## config.mk

```make
export PLATFORM = sky130hd
export DESIGN_NAME = lc4_div_sequencer
export DESIGN_NICKNAME = d
export VERILOG_FILES = /design/src/rtl/lc4_div_sequencer.sv
export SDC_FILE = /design/constraint.sdc
export NUM_CORES = 1
export LEC_CHECK = 0
export CAP_MARGIN = 40
export CORE_UTILIZATION = 35
export DETAILED_ROUTE_END_ITERATION = 10
export GPL_TIMING_DRIVEN = 1
export SYNTH_ARGS = -nofsm -noshare
export SYNTH_HDL_FRONTEND = slang
export SYNTH_SLANG_ARGS = --single-unit
```

## constraint.sdc

```tcl
create_clock -name clk -period 2.3 [get_ports clk]
set_input_delay 0.345 -clock clk [delete_from_list [all_inputs] [get_ports clk]]
set_output_delay 0.345 -clock clk [all_outputs]
set_load 0.05 [all_outputs]
```

## src/rtl/lc4_div_sequencer.sv

```systemverilog
// Shared 16-bit restoring divider for LC4 pipes A and B: round-robin accept,
// one quotient bit per cycle, registered result held until the consumer takes it.
module lc4_div_sequencer (
    input  logic        clk,
    input  logic        rst,
    input  logic        i_a_valid,
    input  logic [15:0] i_a_dividend,
    input  logic [15:0] i_a_divisor,
    input  logic [2:0]  i_a_tag,
    output logic        o_a_ready,
    input  logic        i_b_valid,
    input  logic [15:0] i_b_dividend,
    input  logic [15:0] i_b_divisor,
    input  logic [2:0]  i_b_tag,
    output logic        o_b_ready,
    input  logic        i_kill,
    output logic        o_resp_valid,
    input  logic        i_resp_ready,
    output logic        o_resp_port,
    output logic [2:0]  o_resp_tag,
    output logic [15:0] o_resp_quotient,
    output logic [15:0] o_resp_remainder
);

    typedef enum logic [1:0] {IDLE, BUSY, DONE} state_t;

    state_t      state;
    logic        ptr;      // 0 = pipe A preferred, 1 = pipe B preferred
    logic [3:0]  cnt;
    logic [15:0] dvd;      // dividend shifts out the top, quotient bits shift in the bottom
    logic [15:0] dsr;
    logic [15:0] rem;
    logic [2:0]  tag;
    logic        port;

    logic        accept_ok;
    logic        grant_a;
    logic        grant_b;
    logic [15:0] sel_dvd;
    logic [15:0] sel_dsr;
    logic [2:0]  sel_tag;
    logic [15:0] shifted;
    logic        fit;

    always_comb begin
        accept_ok = (state == IDLE) && !i_kill && !rst;
        grant_a   = accept_ok && i_a_valid && (!i_b_valid || !ptr);
        grant_b   = accept_ok && i_b_valid && (!i_a_valid || ptr);
        sel_dvd   = grant_b ? i_b_dividend : i_a_dividend;
        sel_dsr   = grant_b ? i_b_divisor  : i_a_divisor;
        sel_tag   = grant_b ? i_b_tag      : i_a_tag;
        // Partial remainder stays below 2^k after k steps, so the shift never overflows.
        shifted   = {rem[14:0], dvd[15]};
        fit       = (shifted >= dsr);
    end

    assign o_a_ready        = grant_a;
    assign o_b_ready        = grant_b;
    assign o_resp_valid     = (state == DONE);
    assign o_resp_port      = port;
    assign o_resp_tag       = tag;
    assign o_resp_quotient  = dvd;
    assign o_resp_remainder = rem;

    always_ff @(posedge clk) begin
        if (rst) begin
            state <= IDLE;
            ptr   <= 1'b0;
            cnt   <= 4'd0;
            dvd   <= 16'd0;
            dsr   <= 16'd0;
            rem   <= 16'd0;
            tag   <= 3'd0;
            port  <= 1'b0;
        end else begin
            case (state)
                IDLE: begin
                    if (grant_a || grant_b) begin
                        port <= grant_b;
                        tag  <= sel_tag;
                        dsr  <= sel_dsr;
                        ptr  <= grant_a;
                        rem  <= 16'd0;
                        cnt  <= 4'd0;
                        if (sel_dsr == 16'd0) begin
                            dvd   <= 16'd0;
                            state <= DONE;
                        end else begin
                            dvd   <= sel_dvd;
                            state <= BUSY;
                        end
                    end
                end
                BUSY: begin
                    if (i_kill) begin
                        state <= IDLE;
                    end else begin
                        rem <= fit ? (shifted - dsr) : shifted;
                        dvd <= {dvd[14:0], fit};
                        cnt <= cnt + 4'd1;
                        if (cnt == 4'd15)
                            state <= DONE;
                    end
                end
                DONE: begin
                    if (i_kill || i_resp_ready)
                        state <= IDLE;
                end
                default: state <= IDLE;
            endcase
        end
    end

endmodule

```

==> tab_implementation.tex <==
\begin{tabular}{lr}
\hline
Metric & Value \\
\hline
\multicolumn{2}{l}{\textbf{STA}} \\
Post-route worst setup slack & -141.7 ps \\
Slew @ Worst Pin & roughly 530 ps \\
Post-route clock period utilization & 106.2\% \\
Number of pins with negative max-slew slack in the final report & 0 \\
Headroom to the max-slew limit & 64.64\% \\
Post-layout minimum cycle time & 2442 ps \\
Final count of negative-setup-slack endpoints & 17 \\
RSZ-0062 raised after global routing & yes \\
Worst hold slack across all endpoints & 291.5 ps \\
Setup\_tns & -1448 ps \\
Fmax & $\sim$0.4 GHz \\
Worst clock skew & about 11 ps \\
Final Hold Fails & 0 \\
\multicolumn{2}{l}{\textbf{Worst hold path}} \\
Worst hold path stage count & 2 \\
Hold Crit Start & rst \\
Hold worst-path end & state[1] \\
Min-delay worst type & input pin to flop \\
\multicolumn{2}{l}{\textbf{Critical path}} \\
Endpoint kind of the worst setup timing path & flop \\
Count of buffer and inverter cells on the critical path & 3 \\
Capturing point of the worst reg2reg path & o\_resp\_remainder[8] \\
Flop2flop setup slack & -140 ps \\
Endpoint required time on the critical path & 2550 ps \\
Slowest library cell on the worst path & sky130\_fd\_sc\_hd\_\_fa\_2 \\
Crit start category & flop \\
Crit. Startpoint & o\_resp\_quotient[15] \\
Cell mode on critical path & sky130\_fd\_sc\_hd\_\_inv\_2 \\
Maximum fanout encountered on the critical timing path & 8 \\
Path depth of the worst reg2reg path & 11 \\
CP Cell Sequence & inv\_2 -> ha\_4 -> inv\_2 -> fa\_2 -> a211o\_1 -> a21oi\_4 -> nand3\_2 -> a211oi\_4 -> buf\_6 -> nand2b\_1 -> a32o\_1 \\
Crit-path leading delay family & compound AO/OA/AOI/OAI gates \\
Arrival time of data at the critical path endpoint & $\sim$2700 ps \\
Delay of the slowest cell on the worst path & between 300 and 400 ps \\
Reg-to-Reg Start & o\_resp\_quotient[15] \\
Critical setup path kind & flop to flop \\
\multicolumn{2}{l}{\textbf{Routing}} \\
Initial drt markers & 177 \\
Final WL & 11220 µm \\
Detailed-route wire length per cell & 14.84 µm \\
Metal3 WL & roughly 620 µm \\
Detailed-routing iteration count for the pre-antenna-repair pass & 4 \\
Post-route DRC violation count & 0 \\
Routed length on met2 & 5184 µm \\
Top Metal Used & met4 \\
Remaining antenna violation count after routing & 0 \\
Met1 Wirelength & 5268 µm \\
Via density per instance & 5.130 \\
Vias & 3878 \\
\multicolumn{2}{l}{\textbf{Power and ir drop}} \\
Leakage Power & between 2 and 2.5 nW \\
Total power density per cell area & 568.0 nW/µm² \\
Combinational fraction of design power & 32.4\% \\
Internal power of the cells & 2.274 mW \\
Switching Power & 1.011 mW \\
Max IR drop VDD & about 0.00036 V \\
Share of power burned in registers & 33.7\% \\
Switching Share & 30.78\% \\
Relative contribution of the clock network to total power & 33.9\% \\
\multicolumn{2}{l}{\textbf{Run status}} \\
Status & complete, but fails checks \\
Violations in the final reports & negative setup slack \\
\multicolumn{2}{l}{\textbf{Placed design}} \\
Worst Setup Slack post-DPL & -157.2 ps \\
GP Congestion & 0.8422 \\
Detailed placement HPWL & 8566 µm \\
Quantity of I/O buffers inserted on ports & 114 \\
\multicolumn{2}{l}{\textbf{Layout}} \\
Share of cells above drive strength 1 & 18.23\% \\
Final nets & slightly above 700 \\
Area delta synth->final & 51.64\% \\
Count of antenna diodes in the layout & 0 \\
\multicolumn{2}{l}{\textbf{Global route}} \\
Combined global-route utilization of all metal layers & 20.57\% \\
Grt total ovfl & 0 \\
Via count of the first global-routing pass & 3749 \\
Global-route wire length before repair & 18290 µm \\
Initial antenna violation count & 0 \\
Maximum number of pins on one net before global-route repair & 42 \\
\multicolumn{2}{l}{\textbf{Floorplanning}} \\
Horizontal die dimension & 106.4 µm \\
Row count & 37 \\
Total Die Area & 11320 µm² \\
Ports placed on the boundary & between 100 and 150 \\
Y dimension of the die & 106.4 µm \\
Placeable core region & 10460 µm² \\
Initial Util & 36.45\% \\
\multicolumn{2}{l}{\textbf{CTS}} \\
Num CTS Buffers & 9 \\
CTS Root Cell & sky130\_fd\_sc\_hd\_\_clkbuf\_8 \\
Clk sinks & 59 \\
Maximum buffer depth of the clock tree & 2 \\
Number of H-tree branching levels & 3 \\
Insertion delay to the later sink of the worst-skew pair & between 300 and 400 ps \\
Clk slew on worst S/H paths & 80 ps \\
CTS tree & built \\
\multicolumn{2}{l}{\textbf{Synth}} \\
Syn. warnings & 0 \\
Largest cells by area after synthesis & sky130\_fd\_sc\_hd\_\_dfxtp\_1 31\%, sky130\_fd\_sc\_hd\_\_mux2i\_1 10\%, sky130\_fd\_sc\_hd\_\_ha\_1 5.6\% \\
Total standard cell area after synthesis & roughly 3800 µm² \\
Synthesized Nets & 557 \\
Average cell area after synthesis & 8.237 µm² \\
Cell with the most instances after synthesis & sky130\_fd\_sc\_hd\_\_dfxtp\_1 \\
Area share of the largest cell type after synthesis & 30.97\% \\
Post-synthesis cell count & 463 \\
Number of distinct standard cells referenced by the synthesized netlist & 57 \\
Post-synthesis register bit count & 59 \\
Synth top cells by count & 59 x sky130\_fd\_sc\_hd\_\_dfxtp\_1, 50 x sky130\_fd\_sc\_hd\_\_nor2\_1, 38 x sky130\_fd\_sc\_hd\_\_mux2i\_1, 36 x sky130\_fd\_sc\_hd\_\_nand2\_1 \\
Top cell type by total area after synthesis & sky130\_fd\_sc\_hd\_\_dfxtp\_1 \\
Seq/Total Area, Yosys & 30.97\% \\
Fraction of registers with async set/reset & 0\% \\
EDFF count, synth & 0 \\
Dominant register cell in the synthesized netlist & sky130\_fd\_sc\_hd\_\_dfxtp\_1 \\
\multicolumn{2}{l}{\textbf{Flow run}} \\
Number of max-capacitance violations reported & 0 \\
\hline
\end{tabular}
[repair_timing]
| item | 4_1_cts | 5_1_grt |
|---|---|---|
| pin swaps | 4 | 10 |
| hold buffers | 0 | 0 |
| cloned | 1 | 0 |
| buffers inserted | 4 | 3 |
| endpoints found under the setup margin | 15 | 17 |
| resized for setup | 12 | 11 |
[through the flow]
stage | instance area [µm²] | total power [mW] | utilization (%) | instances
after floorplan | 3841 | 1.718 | - | 463
after detailed placement | 5411 | 2.090 | 51.72 | 732
final | 5783 | 3.285 | 55.27 | 756
after CTS | 5722 | 3.262 | 54.69 | 753
after global routing | 5783 | 3.447 | 55.27 | 756
after global placement | 5411 | 2.084 | 51.72 | 732
[power groups by stage]
stage	Sequential [mW]	Combinational (mW)	Clock (mW)
after global placement	1.13	0.956	0
after floorplan	1.22	0.495	0
after CTS	1.11	1.02	1.13
final	1.11	1.07	1.11
after global routing	1.11	1.15	1.18
after detailed placement	1.13	0.961	0
[metal layers]
layer / vias to the layer above / track usage (%)
li1: 1984 / -
met1: 1775 / 26.43
met2: 108 / 33.86
met3: 11 / 4.047
met4: 0 / 7.639
met5: - / 0
[cell type report]
type	instances	area, µm²
fill	1019	4679
multi-input combinational	353	2479
timing repair buffer	168	1622
sequential	59	1195
tap	136	170.2
clock buffer	12	155.1
inverter	24	90.09
clock inverter	4	72.57
[state kept, by name, indices dropped and copies added, names as in the netlist]
signal and count:
cnt 4, dsr 16, o_resp_port 1, o_resp_quotient 16
o_resp_remainder 16, o_resp_tag 3, ptr 1, state 2
[placed cells by master (no fill, tap or decap), types with 3 or more instances in the layout]
cell type	count
sky130_fd_sc_hd__a211oi_2	3
sky130_fd_sc_hd__nand3b_1	3
sky130_fd_sc_hd__nor4_1	9
sky130_fd_sc_hd__o21a_1	3
sky130_fd_sc_hd__nand2_1	35
sky130_fd_sc_hd__nor2_1	49
sky130_fd_sc_hd__a21oi_1	18
sky130_fd_sc_hd__buf_6	6
sky130_fd_sc_hd__mux2i_1	38
sky130_fd_sc_hd__o21ai_0	18
sky130_fd_sc_hd__clkdlybuf4s50_1	111
sky130_fd_sc_hd__nor3_1	6
sky130_fd_sc_hd__xor2_1	5
sky130_fd_sc_hd__buf_4	45
sky130_fd_sc_hd__nor2b_1	3
sky130_fd_sc_hd__clkbuf_8	11
sky130_fd_sc_hd__nand4_1	6
sky130_fd_sc_hd__dfxtp_1	50
sky130_fd_sc_hd__a21oi_2	4
sky130_fd_sc_hd__o21ai_1	22
sky130_fd_sc_hd__nand2_2	3
sky130_fd_sc_hd__nand3_1	9
sky130_fd_sc_hd__or3_1	3
sky130_fd_sc_hd__o211ai_1	17
sky130_fd_sc_hd__inv_1	22
sky130_fd_sc_hd__ha_1	16
sky130_fd_sc_hd__nand2b_1	7
sky130_fd_sc_hd__a32oi_1	7
sky130_fd_sc_hd__a21o_1	6
sky130_fd_sc_hd__dfxtp_2	8
sky130_fd_sc_hd__xnor2_1	7
sky130_fd_sc_hd__a211oi_1	17
sky130_fd_sc_hd__buf_12	5
[cells by family after synthesis]
logic type,count (synthesis),synth area share [%]
adder cells (fa/ha/maj),18,6.102
flip-flops,59,30.97
multiplexers,39,10.37
AND/OR/NAND/NOR,149,19.13
XOR/XNOR,13,2.986
AO/OA/AOI/OAI,134,24.25
buffers and inverters,51,6.200
[worst max-delay path by stage]
stage | cells after the start | slack (ps) | endpoint
5_1_grt | 12 | -240 | o_resp_quotient[0]
4_1_cts | 11 | -90 | o_resp_remainder[1]
3_3_place_gp | 10 | -160 | o_resp_quotient[8]
6_report | 11 | -140 | o_resp_remainder[8]
2_1_floorplan | 11 | -110 | o_resp_remainder[1]
3_5_place_dp | 10 | -160 | o_resp_quotient[6]
Note: power is estimated with default switching activity, not from simulation.
